`src/rtl/osc_meas_sched_if.sv`:
```
`default_nettype none
// ============================================================================
// Interface : osc_meas_sched_if
// Purpose   : Wishbone classic slave bundle for the oscillator measurement
//             scheduler.
// Signals   : wbs_stb_i, wbs_cyc_i, wbs_we_i  - strobe / cycle / write enable
//             wbs_sel_i[3:0]                   - byte lane selects
//             wbs_adr_i[31:0]                  - byte address
//             wbs_dat_i[31:0]                  - write data
//             wbs_ack_o                        - transfer acknowledge
//             wbs_dat_o[31:0]                  - read data
// Modports  : master (bus side), slave (scheduler side)
// Revision  : 1.0 - initial release
// ============================================================================
interface osc_meas_sched_if;
    logic        wbs_stb_i;
    logic        wbs_cyc_i;
    logic        wbs_we_i;
    logic [3:0]  wbs_sel_i;
    logic [31:0] wbs_adr_i;
    logic [31:0] wbs_dat_i;
    logic        wbs_ack_o;
    logic [31:0] wbs_dat_o;

    modport master (
        output wbs_stb_i, wbs_cyc_i, wbs_we_i, wbs_sel_i, wbs_adr_i, wbs_dat_i,
        input  wbs_ack_o, wbs_dat_o
    );

    modport slave (
        input  wbs_stb_i, wbs_cyc_i, wbs_we_i, wbs_sel_i, wbs_adr_i, wbs_dat_i,
        output wbs_ack_o, wbs_dat_o
    );
endinterface
`default_nettype wire

```
`src/rtl/osc_meas_sched.sv`:
```
`default_nettype none
// ============================================================================
// Module   : osc_meas_sched
// Purpose  : Wishbone slave that time-shares one edge counter between two ring
//            oscillators. Each selected oscillator is enabled, allowed to
//            settle, then its synchronised rising edges are counted over a
//            programmable gate window and stored in a result register.
// Ports    : wb_clk_i        - system clock
//            wb_rst_ni       - asynchronous active-low reset
//            wbs             - Wishbone slave bundle (osc_meas_sched_if.slave)
//            osc_in_i[1:0]   - asynchronous oscillator outputs
//            osc_en_o[1:0]   - oscillator enables (one-hot or zero)
//            busy_o          - sweep in progress
//            irq_o           - sweep-done interrupt (level, mirrors DONE)
// Map      : 0x0 CTRL  [0] START  [1] CONT  [3:2] MASK  [4] DONE(W1C)  [5] ABORT
//            0x4 GATE  [23:0] gate window in clock cycles (0 acts as 1)
//            0x8 RES0 / 0xC RES1  [CNT_W-1:0] count, [31] VALID
// Revision : 1.0 - initial release
// ============================================================================
module osc_meas_sched #(
    parameter logic [31:0] BASE_ADDR  = 32'h3000_0100,
    parameter int          CNT_W      = 24,
    parameter int          SETTLE_CYC = 64
) (
    input  wire logic            wb_clk_i,
    input  wire logic            wb_rst_ni,
    osc_meas_sched_if.slave      wbs,
    input  wire logic [1:0]      osc_in_i,
    output logic      [1:0]      osc_en_o,
    output logic                 busy_o,
    output logic                 irq_o
);

    localparam logic [23:0]      c_SETTLE_LAST = 24'(SETTLE_CYC - 1);
    localparam logic [CNT_W-1:0] c_CNT_MAX     = '1;

    typedef enum logic [1:0] {
        S_IDLE    = 2'd0,
        S_SETTLE  = 2'd1,
        S_MEASURE = 2'd2,
        S_STORE   = 2'd3
    } state_t;

    state_t           r_state, w_state_nxt;
    logic             r_ack;
    logic [31:0]      r_dat_o, w_rdata;
    logic             r_cont, r_done;
    logic [1:0]       r_mask, r_mask_act, w_mask_now;
    logic [23:0]      r_gate, r_gate_act, r_tmr;
    logic             r_ch, w_ch_nxt;
    logic [CNT_W-1:0] r_cnt;
    logic [CNT_W-1:0] r_res_cnt [2];
    logic [1:0]       r_res_vld;
    logic [1:0]       r_sync1, r_sync2, r_prev;
    logic             w_hit, w_acc, w_wr_ctrl, w_wr_gate, w_start, w_abort, w_edge;
    logic             w_sweep_start, w_valid_clr, w_tmr_clr, w_meas_entry;
    logic             w_store, w_done_set;
    logic             w_unused;

    // ---------------- Wishbone decode ----------------
    assign w_hit = wbs.wbs_stb_i & wbs.wbs_cyc_i &
                   (wbs.wbs_adr_i[31:4] == BASE_ADDR[31:4]);
    // A request seen in the ack cycle is not accepted again, so back-to-back
    // strobes get at most every other cycle acknowledged.
    assign w_acc     = w_hit & ~r_ack;
    assign w_wr_ctrl = w_acc & wbs.wbs_we_i & (wbs.wbs_adr_i[3:2] == 2'd0) & wbs.wbs_sel_i[0];
    assign w_wr_gate = w_acc & wbs.wbs_we_i & (wbs.wbs_adr_i[3:2] == 2'd1);
    assign w_start   = w_wr_ctrl & wbs.wbs_dat_i[0];
    assign w_abort   = w_wr_ctrl & wbs.wbs_dat_i[5];
    // MASK written together with START takes effect for that START.
    assign w_mask_now = w_wr_ctrl ? wbs.wbs_dat_i[3:2] : r_mask;

    assign wbs.wbs_ack_o = r_ack;
    assign wbs.wbs_dat_o = r_dat_o;
    assign busy_o        = (r_state != S_IDLE);
    assign irq_o         = r_done;
    assign w_edge        = r_sync2[r_ch] & ~r_prev[r_ch];
    assign w_meas_entry  = (r_state == S_SETTLE) && (w_state_nxt == S_MEASURE);
    assign w_unused      = ^{wbs.wbs_adr_i[1:0], wbs.wbs_sel_i[3], wbs.wbs_dat_i[31:24]};

    always_comb begin
        w_rdata = '0;
        case (wbs.wbs_adr_i[3:2])
            2'd0:    w_rdata = {26'd0, 1'b0, r_done, r_mask, r_cont, 1'b0};
            2'd1:    w_rdata = {8'd0, r_gate};
            2'd2:    w_rdata = 32'(r_res_cnt[0]) | {r_res_vld[0], 31'd0};
            default: w_rdata = 32'(r_res_cnt[1]) | {r_res_vld[1], 31'd0};
        endcase
    end

    // ---------------- FSM ----------------
    always_ff @(posedge wb_clk_i or negedge wb_rst_ni) begin
        if (!wb_rst_ni) r_state <= S_IDLE;
        else            r_state <= w_state_nxt;
    end

    always_comb begin
        w_state_nxt   = r_state;
        w_ch_nxt      = r_ch;
        w_sweep_start = 1'b0;
        w_valid_clr   = 1'b0;
        w_tmr_clr     = 1'b0;
        w_store       = 1'b0;
        w_done_set    = 1'b0;
        osc_en_o      = 2'b00;
        if (r_state != S_IDLE) osc_en_o[r_ch] = 1'b1;
        case (r_state)
            S_IDLE: begin
                if (w_start && (w_mask_now != 2'b00)) begin
                    w_sweep_start = 1'b1;
                    w_valid_clr   = 1'b1;
                    w_tmr_clr     = 1'b1;
                    w_ch_nxt      = ~w_mask_now[0];
                    w_state_nxt   = S_SETTLE;
                end
            end
            S_SETTLE: begin
                if (r_tmr == c_SETTLE_LAST) begin
                    w_tmr_clr   = 1'b1;
                    w_state_nxt = S_MEASURE;
                end
            end
            S_MEASURE: begin
                if (r_tmr == r_gate_act - 24'd1) w_state_nxt = S_STORE;
            end
            default: begin // S_STORE
                w_store   = 1'b1;
                w_tmr_clr = 1'b1;
                if (!r_ch && r_mask_act[1]) begin
                    w_ch_nxt    = 1'b1;
                    w_state_nxt = S_SETTLE;
                end else begin
                    w_done_set = 1'b1;
                    // Continuous mode re-samples MASK/GATE but keeps the
                    // previous results VALID until they are overwritten.
                    if (r_cont && (w_mask_now != 2'b00)) begin
                        w_sweep_start = 1'b1;
                        w_ch_nxt      = ~w_mask_now[0];
                        w_state_nxt   = S_SETTLE;
                    end else begin
                        w_state_nxt = S_IDLE;
                    end
                end
            end
        endcase
        // ABORT overrides everything, including a simultaneous START.
        if (w_abort) begin
            w_state_nxt   = S_IDLE;
            w_ch_nxt      = r_ch;
            w_sweep_start = 1'b0;
            w_valid_clr   = 1'b0;
            w_store       = 1'b0;
            w_done_set    = 1'b0;
        end
    end

    // ---------------- Datapath and registers ----------------
    always_ff @(posedge wb_clk_i or negedge wb_rst_ni) begin
        if (!wb_rst_ni) begin
            r_ack        <= 1'b0;
            r_dat_o      <= '0;
            r_cont       <= 1'b0;
            r_done       <= 1'b0;
            r_mask       <= 2'b00;
            r_mask_act   <= 2'b00;
            r_gate       <= 24'd1000;
            r_gate_act   <= 24'd1;
            r_tmr        <= '0;
            r_ch         <= 1'b0;
            r_cnt        <= '0;
            r_res_cnt[0] <= '0;
            r_res_cnt[1] <= '0;
            r_res_vld    <= 2'b00;
            r_sync1      <= 2'b00;
            r_sync2      <= 2'b00;
            r_prev       <= 2'b00;
        end else begin
            r_ack   <= w_acc;
            r_dat_o <= (w_acc && !wbs.wbs_we_i) ? w_rdata : 32'd0;

            if (w_wr_ctrl) begin
                r_cont <= wbs.wbs_dat_i[1];
                r_mask <= wbs.wbs_dat_i[3:2];
            end
            if (w_wr_gate) begin
                if (wbs.wbs_sel_i[0]) r_gate[7:0]   <= wbs.wbs_dat_i[7:0];
                if (wbs.wbs_sel_i[1]) r_gate[15:8]  <= wbs.wbs_dat_i[15:8];
                if (wbs.wbs_sel_i[2]) r_gate[23:16] <= wbs.wbs_dat_i[23:16];
            end
            // Hardware set wins over a simultaneous W1C.
            if (w_done_set)                           r_done <= 1'b1;
            else if (w_wr_ctrl && wbs.wbs_dat_i[4])   r_done <= 1'b0;

            if (w_sweep_start) begin
                r_mask_act <= w_mask_now;
                r_gate_act <= (r_gate == 24'd0) ? 24'd1 : r_gate;
            end
            if (w_valid_clr) r_res_vld <= r_res_vld & ~w_mask_now;

            r_ch  <= w_ch_nxt;
            r_tmr <= w_tmr_clr ? 24'd0 : r_tmr + 24'd1;

            // The detector tracks the level of both channels every cycle, so
            // the first MEASURE cycle can only report an edge that actually
            // arrived in that cycle; the count itself restarts at entry.
            r_sync1 <= osc_in_i;
            r_sync2 <= r_sync1;
            r_prev  <= r_sync2;
            if (w_meas_entry)
                r_cnt <= '0;
            else if ((r_state == S_MEASURE) && w_edge && (r_cnt != c_CNT_MAX))
                r_cnt <= r_cnt + 1'b1;

            if (w_store) begin
                r_res_cnt[r_ch] <= r_cnt;
                r_res_vld[r_ch] <= 1'b1;
            end
        end
    end

endmodule
`default_nettype wire
```
`src/flat_wrapper.sv`:
```
// flat-port wrapper written by rule: the top's interface ports become plain ports
module osc_meas_sched_flat 
#(
    parameter logic [31:0] BASE_ADDR  = 32'h3000_0100,
    parameter int          CNT_W      = 24,
    parameter int          SETTLE_CYC = 64
)
  (wb_clk_i, wb_rst_ni, osc_in_i, osc_en_o, busy_o, irq_o, wbs_wbs_stb_i, wbs_wbs_cyc_i, wbs_wbs_we_i, wbs_wbs_sel_i, wbs_wbs_adr_i, wbs_wbs_dat_i, wbs_wbs_ack_o, wbs_wbs_dat_o);
  osc_meas_sched_if wbs_i ();
  input  wire logic wb_clk_i;
  input  wire logic wb_rst_ni;
  input  wire logic [1:0] osc_in_i;
  output logic      [1:0] osc_en_o;
  output logic busy_o;
  output logic irq_o;
  input wire logic [$bits(wbs_i.wbs_stb_i)-1:0] wbs_wbs_stb_i;
  input wire logic [$bits(wbs_i.wbs_cyc_i)-1:0] wbs_wbs_cyc_i;
  input wire logic [$bits(wbs_i.wbs_we_i)-1:0] wbs_wbs_we_i;
  input wire logic [$bits(wbs_i.wbs_sel_i)-1:0] wbs_wbs_sel_i;
  input wire logic [$bits(wbs_i.wbs_adr_i)-1:0] wbs_wbs_adr_i;
  input wire logic [$bits(wbs_i.wbs_dat_i)-1:0] wbs_wbs_dat_i;
  output wire logic [$bits(wbs_i.wbs_ack_o)-1:0] wbs_wbs_ack_o;
  output wire logic [$bits(wbs_i.wbs_dat_o)-1:0] wbs_wbs_dat_o;
  assign wbs_i.wbs_stb_i = wbs_wbs_stb_i;
  assign wbs_i.wbs_cyc_i = wbs_wbs_cyc_i;
  assign wbs_i.wbs_we_i = wbs_wbs_we_i;
  assign wbs_i.wbs_sel_i = wbs_wbs_sel_i;
  assign wbs_i.wbs_adr_i = wbs_wbs_adr_i;
  assign wbs_i.wbs_dat_i = wbs_wbs_dat_i;
  assign wbs_wbs_ack_o = wbs_i.wbs_ack_o;
  assign wbs_wbs_dat_o = wbs_i.wbs_dat_o;
  osc_meas_sched #(.BASE_ADDR(BASE_ADDR), .CNT_W(CNT_W), .SETTLE_CYC(SETTLE_CYC)) u_core (.wb_clk_i(wb_clk_i), .wb_rst_ni(wb_rst_ni), .wbs(wbs_i), .osc_in_i(osc_in_i), .osc_en_o(osc_en_o), .busy_o(busy_o), .irq_o(irq_o));
endmodule
```
`config.mk`:
```
export PLATFORM = sky130hd
export DESIGN_NAME = osc_meas_sched_flat
export DESIGN_NICKNAME = d
export VERILOG_FILES = /design/src/rtl/osc_meas_sched_if.sv /design/src/rtl/osc_meas_sched.sv /design/src/flat_wrapper.sv
export SDC_FILE = /design/constraint.sdc
export NUM_CORES = 1
export LEC_CHECK = 0
export CELL_PAD_IN_SITES_DETAIL_PLACEMENT = 0
export CELL_PAD_IN_SITES_GLOBAL_PLACEMENT = 2
export CORE_MARGIN = 2
export CORE_UTILIZATION = 46
export DETAILED_ROUTE_END_ITERATION = 10
export DONT_BUFFER_PORTS = 1
export PLACE_DENSITY = 0.95
export RECOVER_POWER = 100
export SETUP_SLACK_MARGIN = 0.02
export SKIP_LAST_GASP = 1
export SYNTH_ARGS = -nofsm -noshare
export SYNTH_HDL_FRONTEND = slang
export SYNTH_SLANG_ARGS = --single-unit
```
`constraint.sdc`:
```
create_clock -name wb_clk_i -period 6 [get_ports wb_clk_i]
set_input_delay 0.9 -clock wb_clk_i [delete_from_list [all_inputs] [get_ports wb_clk_i]]
set_output_delay 0.9 -clock wb_clk_i [all_outputs]
set_load 0.01 [all_outputs]
```
# After elaboration in Yosys (flattened, before gate mapping)
# Index checks and enable logic that the tools add are counted.
# word_totals
input_bits,75
regBits,194
out_inout_bits,37
# classes
n_reduce_logical,26
muxes,46
n_lt_le_gt_ge,4
add_sub_neg,3
eq_ne,10
bitwise,21
# ops
operator,n
2-to-1 mux 24 bit,5
case mux 32 bit (3 select lines),1
bitwise OR 24 x 32 -> 32 bit,2
"adder 24 x 1 -> 24 bit, second input constant",2
bitwise mux 48 bit,1
2-to-1 mux 32 bit,1
"== test 28 x 26 -> 1 bit, second input constant",1
demux 24 bit (select 1 bit),1
== test 24 bit,1
"== test 24 x 6 -> 1 bit, second input constant",1
zero test 24 bit,1
"inequality test 24 bit, second input constant",1
"subtractor 24 x 1 -> 24 bit, second input constant",1
2-to-1 mux 1 bit,23
2-to-1 mux 2 bit,9
AND 1 bit,10
logical AND 1 bit,10
nonzero test 2 bit,4
"== test 2 bit, second input constant",3
case mux 2 bit (3 select lines),1
AND reduction 2 bit,3
NOT 1 bit,5
"== test 2 x 1 -> 1 bit, second input constant",2
zero test 2 bit,2
17 further kinds,19

# Longest topological paths before layout
# Gate-level depths: netlist of the first run.
# logic_depth
word_depth,16
ltp_mapped,10
ltp_nobuf,9

# Worst setup path after synthesis of the first run
# No wires, ideal clock.
# synth_path
path_kind,in2reg
startpoint,input port wbs_wbs_adr_i[11]
endpoint,register u_core.r_gate_act[12]
setup_slack_ns,2.802
arrival_time_ns,3.073
cell_stages,7
n_path_buf,1
required_ns,5.875
cell_sequence,nor4b_1 -> nand4_1 -> nor3_1 -> nand2_1 -> o21ai_1 -> buf_2 -> mux2_2
# synth_via
elab_chain_len,13
elab_cells_between_ends,17
# synth_rtl
item,line_no,source
from (decl),flat_wrapper.sv:20,input wire logic [$bits(wbs_i.wbs_adr_i)-1:0] wbs_wbs_adr_i;
== test 28 x 26 -> 1 bit (*),osc_meas_sched.sv:62,(wbs.wbs_adr_i[31:4] == BASE_ADDR[31:4]);
AND 1 bit (*),osc_meas_sched.sv:61,assign w_hit = wbs.wbs_stb_i & wbs.wbs_cyc_i &
AND 1 bit (*),osc_meas_sched.sv:65,assign w_acc = w_hit & ~r_ack;
AND 1 bit (*) (3 in series),osc_meas_sched.sv:66,assign w_wr_ctrl = w_acc & wbs.wbs_we_i & (wbs.wbs_adr_i[3:2] == 2'd0) & wbs.wbs_sel_i[0];
2-to-1 mux 2 bit,osc_meas_sched.sv:71,assign w_mask_now = w_wr_ctrl ? wbs.wbs_dat_i[3:2] : r_mask;
nonzero test 2 bit,"osc_meas_sched.sv:109, osc_meas_sched.sv:136",
logical AND 1 bit,osc_meas_sched.sv:136,if (r_cont && (w_mask_now != 2'b00)) begin
2-to-1 mux 1 bit,osc_meas_sched.sv:136,
2-to-1 mux 1 bit,osc_meas_sched.sv:129,if (!r_ch && r_mask_act[1]) begin
case mux 1 bit (2 select lines),osc_meas_sched.sv:107,case (r_state)
2-to-1 mux 1 bit (*),osc_meas_sched.sv:147,if (w_abort) begin
to (signal assigned),osc_meas_sched.sv:196,r_gate_act <= (r_gate == 24'd0) ? 24'd1 : r_gate;
to (decl),osc_meas_sched.sv:49,"logic [23:0] r_gate, r_gate_act, r_tmr;"
# Every way passes the cells marked *; elsewhere a longest branch is shown, timed or not.
# A chain may end at the register's enable or synchronous reset.

# Worst setup path in the final report of the first run
# layout_path
startpoint,register u_core.r_gate_act[9]
endpoint,register u_core.r_cnt[3]
# layout_via
elab_chain_len,8
elab_cells_between_ends,9
# layout_rtl
item,line_no,source
subtractor 24 x 1 -> 24 bit (*),osc_meas_sched.sv:124,if (r_tmr == r_gate_act - 24'd1) w_state_nxt = S_STORE;
== test 24 bit (*),osc_meas_sched.sv:124,
2-to-1 mux 2 bit (*),osc_meas_sched.sv:124,
case mux 2 bit (3 select lines) (*),osc_meas_sched.sv:107,
2-to-1 mux 2 bit (*),osc_meas_sched.sv:147,
== test 2 bit (*),osc_meas_sched.sv:78,assign w_meas_entry = (r_state == S_SETTLE) && (w_state_nxt == S_MEASURE);
logical AND 1 bit (*),osc_meas_sched.sv:78,
2-to-1 mux 24 bit / nonzero test 2 bit (equally long branches),-,
to (signal assigned),osc_meas_sched.sv:212,r_cnt <= r_cnt + 1'b1;
to (decl),osc_meas_sched.sv:51,logic [CNT_W-1:0] r_cnt;
# Marks and branches as above.

==> results_dict.tcl, run 1 <==
set metrics [dict create \
    viasPerCell 5.794 \
    synthTopCellsByArea "dfrtp_1, mux2_2, xnor2_1, xor2_1, nor2_1" \
    syn-cell-area_um2 9196 \
    mostFrequentLayoutCells "dfrtp_1, mux2_2, nor2_1" \
    critPathCaptureType "register" \
    portBuffers 0 \
    vias 6223 \
    period_needed_ns 4.336 \
    place_hpwl_mm 14.91 \
    drc 0 \
    synth_warnings 0 \
    synthDominantCellAreaShare_pct 48.71 \
    status "complete, but fails checks" \
    routedWlPerCell_um 19.67 \
    placed_area_um2 9363 \
    antenna_found_initial 1 \
    clk_path_buf_depth 2 \
    crit_required_ns 6.32 \
    initial_core_util_pct 47.10 \
    stdcell_count 1074 \
    postCtsSetupRepairBufs 0 \
    die_w_um 145.4 \
    syn_area_per_cell_um2 11.38 \
    finalWeightedCongestion 0.9061 \
    yosys.area.top_type "dfrtp_1" \
    clk-insertion-delay-late_ns 0.43 \
    worst_slack_ns 1.664 \
    grt_max_degree 187 \
    syn-instance-count 808 \
    nets 879 \
    setup_violations 0 \
    placed_cells 1041 \
    dr.pass1.iters 4 \
    area_delta_synth_final_pct 8.204 \
    rsz0062_at_grt "false" \
    p_leak_uw 0.004236 \
    relSlewSlack_pct -1.164 \
    synth-seq-cells 186 \
    worstPathMaxFanout 25 \
    cts_resized 0 \
    grt_overflow 0 \
    crit_path_start_kind "register" \
    violations "capacitance limit, slew limit" \
    fmax_mhz 230.7 \
    place_ws_ns 1.773 \
    drive_gt1_share_pct 21.78 \
    powerDensity_nw_per_um2 247.9 \
    track_usage_pct 20.62 \
    ir_drop_v 0.0002212 \
    cts_buffers 17 \
    drt-initial-drc-count 356 \
    tritoncts "yes" \
    finalSetupTns_ns 0 \
    clk_pin_slew_worst_paths_ns 0.07 \
    totalWireLength_mm 21.13 \
    hp-class "input pin to async pin" \
    fillers 1759 \
    cts_hold_buf 0 \
    hold_viol 0 \
    cts.sink_count 186 \
    rows 51 \
    power_uw 2467 \
    die_area_um2 21140 \
    dieHeight_um 145.4 \
    grt_pass1_vias 6329 \
    period_share_pct 72.26 \
    cap_viol_max_count 2 \
    design_area_um2 9951 \
    tightest_slew_ns 1.517 \
    synth-async-reset-ratio_pct 100.0 \
    synth_cell_type_count 68 \
    grt_pass1_wl_mm 34.44 \
    htreeDepth 4 \
    skew_ns 0.01163 \
    synth_edf_count 0 \
    ant_nets 0 \
    yosysSeqAreaShare_pct 50.71 \
    cts_root_buffer "clkbuf_16" \
    io_pins 112 \
    synth-main-ff-cell "dfrtp_1" \
    slew_violations 51 \
    path_class "register to register" \
    cp_data_arrival_time_ns 4.66 \
    coreArea_um2 19530 \
    final_common_cell "dfrtp_1" \
]
-- routing by layer --
| metal | global-route usage, % | up-vias | wire (µm) |
|---|---|---|---|
| met5 | 0 | - | 0 |
| met4 | 8.725 | 0 | 623 |
| met3 | 4.138 | 33 | 625 |
| met2 | 34.22 | 119 | 10600 |
| met1 | 26.50 | 3197 | 9282 |
| li1 | - | 2874 | - |
-- sequential cells by signal, indices dropped and copies added (netlist names) --
signal	count
u_core.r_state	2
u_core.r_sync2	2
u_core.r_sync1	2
u_core.r_cnt	24
u_core.r_res_vld	2
u_core.r_mask_act	1
u_core.irq_o	1
u_core.r_gate	24
u_core.wbs.wbs_ack_o	1
u_core.r_mask	2
u_core.r_cont	1
u_core.r_ch	1
u_core.r_res_cnt	48
u_core.r_gate_act	24
u_core.r_tmr	24
u_core.r_prev	2
u_core.wbs.wbs_dat_o	25
-- final timing paths --
kind	start	to	slack, ns	cells past startpoint
worst max-delay path	u_core.r_gate_act[9]	u_core.r_cnt[3]	1.66	7
worst min-delay path	wb_rst_ni	u_core.r_ch	0.16	0
worst max register to register	u_core.r_gate_act[9]	u_core.r_cnt[3]	1.66	7
worst min register to register	u_core.r_sync1[0]	u_core.r_sync2[0]	0.36	0
max in group asynchronous	wb_rst_ni	u_core.r_gate[5]	5.45	0
min in group wb_clk_i	u_core.r_sync1[0]	u_core.r_sync2[0]	0.36	0
-- synthesized netlist by cell type (3+ instances only) --
master and number:
a22oi_1 20, nand3_1 25, buf_4 7, a311oi_1 3, xnor2_1 40, a21oi_2 10, a31oi_1 6, mux2_2 113
nor2b_1 8, mux4_2 4, clkbuf_1 25, buf_2 4, and4_1 11, a21oi_1 23, nor4_1 23, nor2_1 70
nand4_1 14, nand2b_1 5, xor2_1 31, mux2i_1 5, and2_1 3, or3_1 3, inv_1 17, nand3b_1 5
ha_1 9, nor3b_1 5, dfrtp_1 179, and3_1 6, nand2_1 38, and4b_1 3, nor4bb_1 4, dfstp_2 7
nor3_1 15, buf_6 4, o21ai_0 20, a211oi_1 3
-- cell type report --
class	instances	area, µm²	share of cell area, %
multi-input cells	567	4229	42.50
clock buffers	19	452.9	4.552
flip-flops and latches	186	4663	46.86
repair buffers	6	33.78	0.3395
clock inverters	13	173.9	1.748
well taps	265	331.6	3.332
inverters	17	63.81	0.6413
diodes	1	2.502	0.02515
-- critical path: stages, from the launching register on --
cell and delay [ns]:
dfrtp_1 0.48, or4_1 0.66, nor4_1 0.72, and4_1 0.30, o211ai_1 0.11, a211oi_1 0.24
nand4_1 1.17, a21oi_1 0.52
-- power breakdown --
group	internal, µW	switching, µW	total (µW)
logic	16.4	11.9	28.3
registers	1260	0.639	1260
clock network	657	526	1180
-- cell families after synthesis --
kind of cell | Yosys count | share of synthesized area (%)
compound gates | 104 | 7.687
xor+xnor | 71 | 6.762
fa+ha+maj | 9 | 1.225
buf+inv | 61 | 3.292
flops | 186 | 50.71
mux | 122 | 15.36
other cells | 1 | 0.04078
simple gates | 254 | 14.93
-- metrics by stage --
stage                     hold slack, ns  util (%)
after detailed placement          0.3496     47.95
after global placement            0.3323     47.95
final                             0.1581     50.96
after global routing              0.1298     50.96
after floorplan                   0.3312         -
after CTS                         0.1441     51.16
Note: power is estimated with default switching activity, not from simulation.
==> run 2, diff against run 1 <==
- CORE_UTILIZATION: 46 -> 38
- PLACE_DENSITY: 0.95 -> 0.85
- clock period: 6 -> 3.75 ns (I/O delays scaled with it)
==> run 2 against run 1 <==
Against the previous run: the run ends with hold timing left; sequential power grew 60%; register-to-register slack lost 1.1 ns; non-clock buffer count grew 4; design area grew 0.69%; worst hold slack lost 0.34 ns; first-iteration DRC count shrank 2.2%; utilization shrank 8.5 points; die area grew 20%; global-route usage shrank 3.0 points; critical path depth grew 1; count of clock-buffer cells in the layout shrank 2.
==> results_dict.tcl, run 2 (same netlist as run 1, synthesis figures left out) <==
set metrics [dict create \
    relSlewSlack_pct 35.43 \
    violations "hold timing" \
    cts_root_buffer "clkbuf_16" \
    period_share_pct 85.28 \
    wl_met1_mm 9.940 \
    io_pins 112 \
    drt-initial-drc-count 348 \
    cts.sink_count 186 \
    highest_layer "met5" \
    crit_required_ns 4.07 \
    clk_path_buf_depth 2 \
    worstPathCellList "nor4_1 -> nand4_1 -> nor3_1 -> clkbuf_1 -> nand2_1 -> nand3_1 -> clkbuf_2 -> mux2_2" \
    fmax_mhz 312.7 \
    setup_violations 0 \
    largest_register_ffs 48 \
    nets 883 \
    met3_length_um 611 \
    clk-insertion-delay-late_ns 0.45 \
    worstPathMaxFanout 27 \
    track_usage_pct 17.58 \
    cp_data_arrival_time_ns 3.52 \
    ant_nets 0 \
    drive_gt1_share_pct 22.17 \
    dr.pass1.iters 5 \
    period_needed_ns 3.198 \
    initial_core_util_pct 38.95 \
    path_class "register to register" \
    antenna_found_initial 1 \
    totalWireLength_mm 21.46 \
    cts_buffers 17 \
    dr_wl_met2_mm 10.47 \
    post-route-util_pct 42.43 \
    powerDensity_nw_per_um2 388.0 \
    portBuffers 0 \
    placed_area_um2 9460 \
    htreeDepth 4 \
    rows 56 \
    hp-class "input pin to async pin" \
    tightest_slew_ns 0.9686 \
    grt_pass1_wl_mm 34.89 \
    dieHeight_um 159.6 \
    ir_drop_v 0.0002436 \
    final_common_cell "dfrtp_1" \
    skew_ns 0.01335 \
    clk_pin_slew_worst_paths_ns 0.08 \
    status "complete, but fails checks" \
    holdWs_ns -0.1825 \
    tritoncts "yes" \
    cap_viol_max_count 0 \
    critPathSlowestCell "clkbuf_2" \
    place_hpwl_mm 14.88 \
    coreArea_um2 23610 \
    drc 0 \
    grt_overflow 0 \
    crit_buf_inv 2 \
    routedWlPerCell_um 18.96 \
    critPathCaptureType "register" \
    crit_path_start_kind "register" \
    grt_max_degree 187 \
    finalSetupTns_ns 0 \
    slew_violations 0 \
    die_area_um2 25460 \
    hold_viol 179 \
    p_leak_uw 0.004246 \
    regMostFlops "u_core.r_res_cnt" \
    area_delta_synth_final_pct 8.952 \
    die_w_um 159.6 \
    crit_family "simple AND/OR/NAND/NOR gates" \
    finalWeightedCongestion 0.8025 \
    design_area_um2 10020 \
    vias 6102 \
    mostFrequentLayoutCells "dfrtp_1, mux2_2, nor2_1" \
    viasPerCell 5.390 \
    critPathMaxStageDelay_ns 0.62 \
    fillers 2253 \
    grt_pass1_vias 6117 \
    rsz0062_at_grt "false" \
]
run 2: metrics by stage:
stage,power [µW],cells,setup WS (ns)
2_1_floorplan,2100,814,0.8896
3_3_place_gp,2093,1099,0.7025
3_5_place_dp,2094,1099,0.6675
4_1_cts,3937,1131,0.6522
5_1_grt,4024,1131,0.2415
6_report,3887,1132,0.5519
run 2: layer usage:
layer  track usage, %  up-vias
met5                0        -
met4            6.529        2
met3            3.464       27
met2            28.32       67
met1            23.55     3119
li1                 -     2887
run 2: final cells by class:
type | instances | area, µm² | area share (%)
Timing Repair Buffer | 10 | 63.81 | 0.6369
Clock inverter | 15 | 181.4 | 1.811
Tap cell | 319 | 399.1 | 3.984
Multi-Input combinational cell | 567 | 4220 | 42.12
Clock buffer | 17 | 425.4 | 4.246
Sequential cell | 186 | 4663 | 46.54
Inverter | 17 | 63.81 | 0.6369
Antenna cell | 1 | 2.502 | 0.02498
run 2: report_power, final:
part           total, µW  internal, µW  leakage [µW]  switching, µW
logic               45.5          26.2       0.00169           19.2
clock network       1830           954      0.000290            879
registers           2010          2010       0.00227           1.29
total               3890          2990       0.00425            899
run 2: worst paths after layout:
path	slack [ns]	end	cells after the start	startpoint
worst max-delay path	0.55	u_core.r_res_cnt[19]	8	u_core.wbs.wbs_ack_o
worst min-delay path	-0.18	u_core.r_ch	0	wb_rst_ni
worst max register to register	0.55	u_core.r_res_cnt[19]	8	u_core.wbs.wbs_ack_o
worst min register to register	0.36	u_core.r_sync2[1]	0	u_core.r_sync1[1]
max in group asynchronous	3.58	u_core.r_tmr[10]	0	wb_rst_ni
min in group wb_clk_i	0.14	u_core.r_sync1[0]	0	osc_in_i[0]
run 2: repair_timing:
action | 4_1_cts | 5_1_grt
resized for setup | 0 | 0
endpoints found under the hold margin | 185 | 184
buffers inserted | 0 | 0
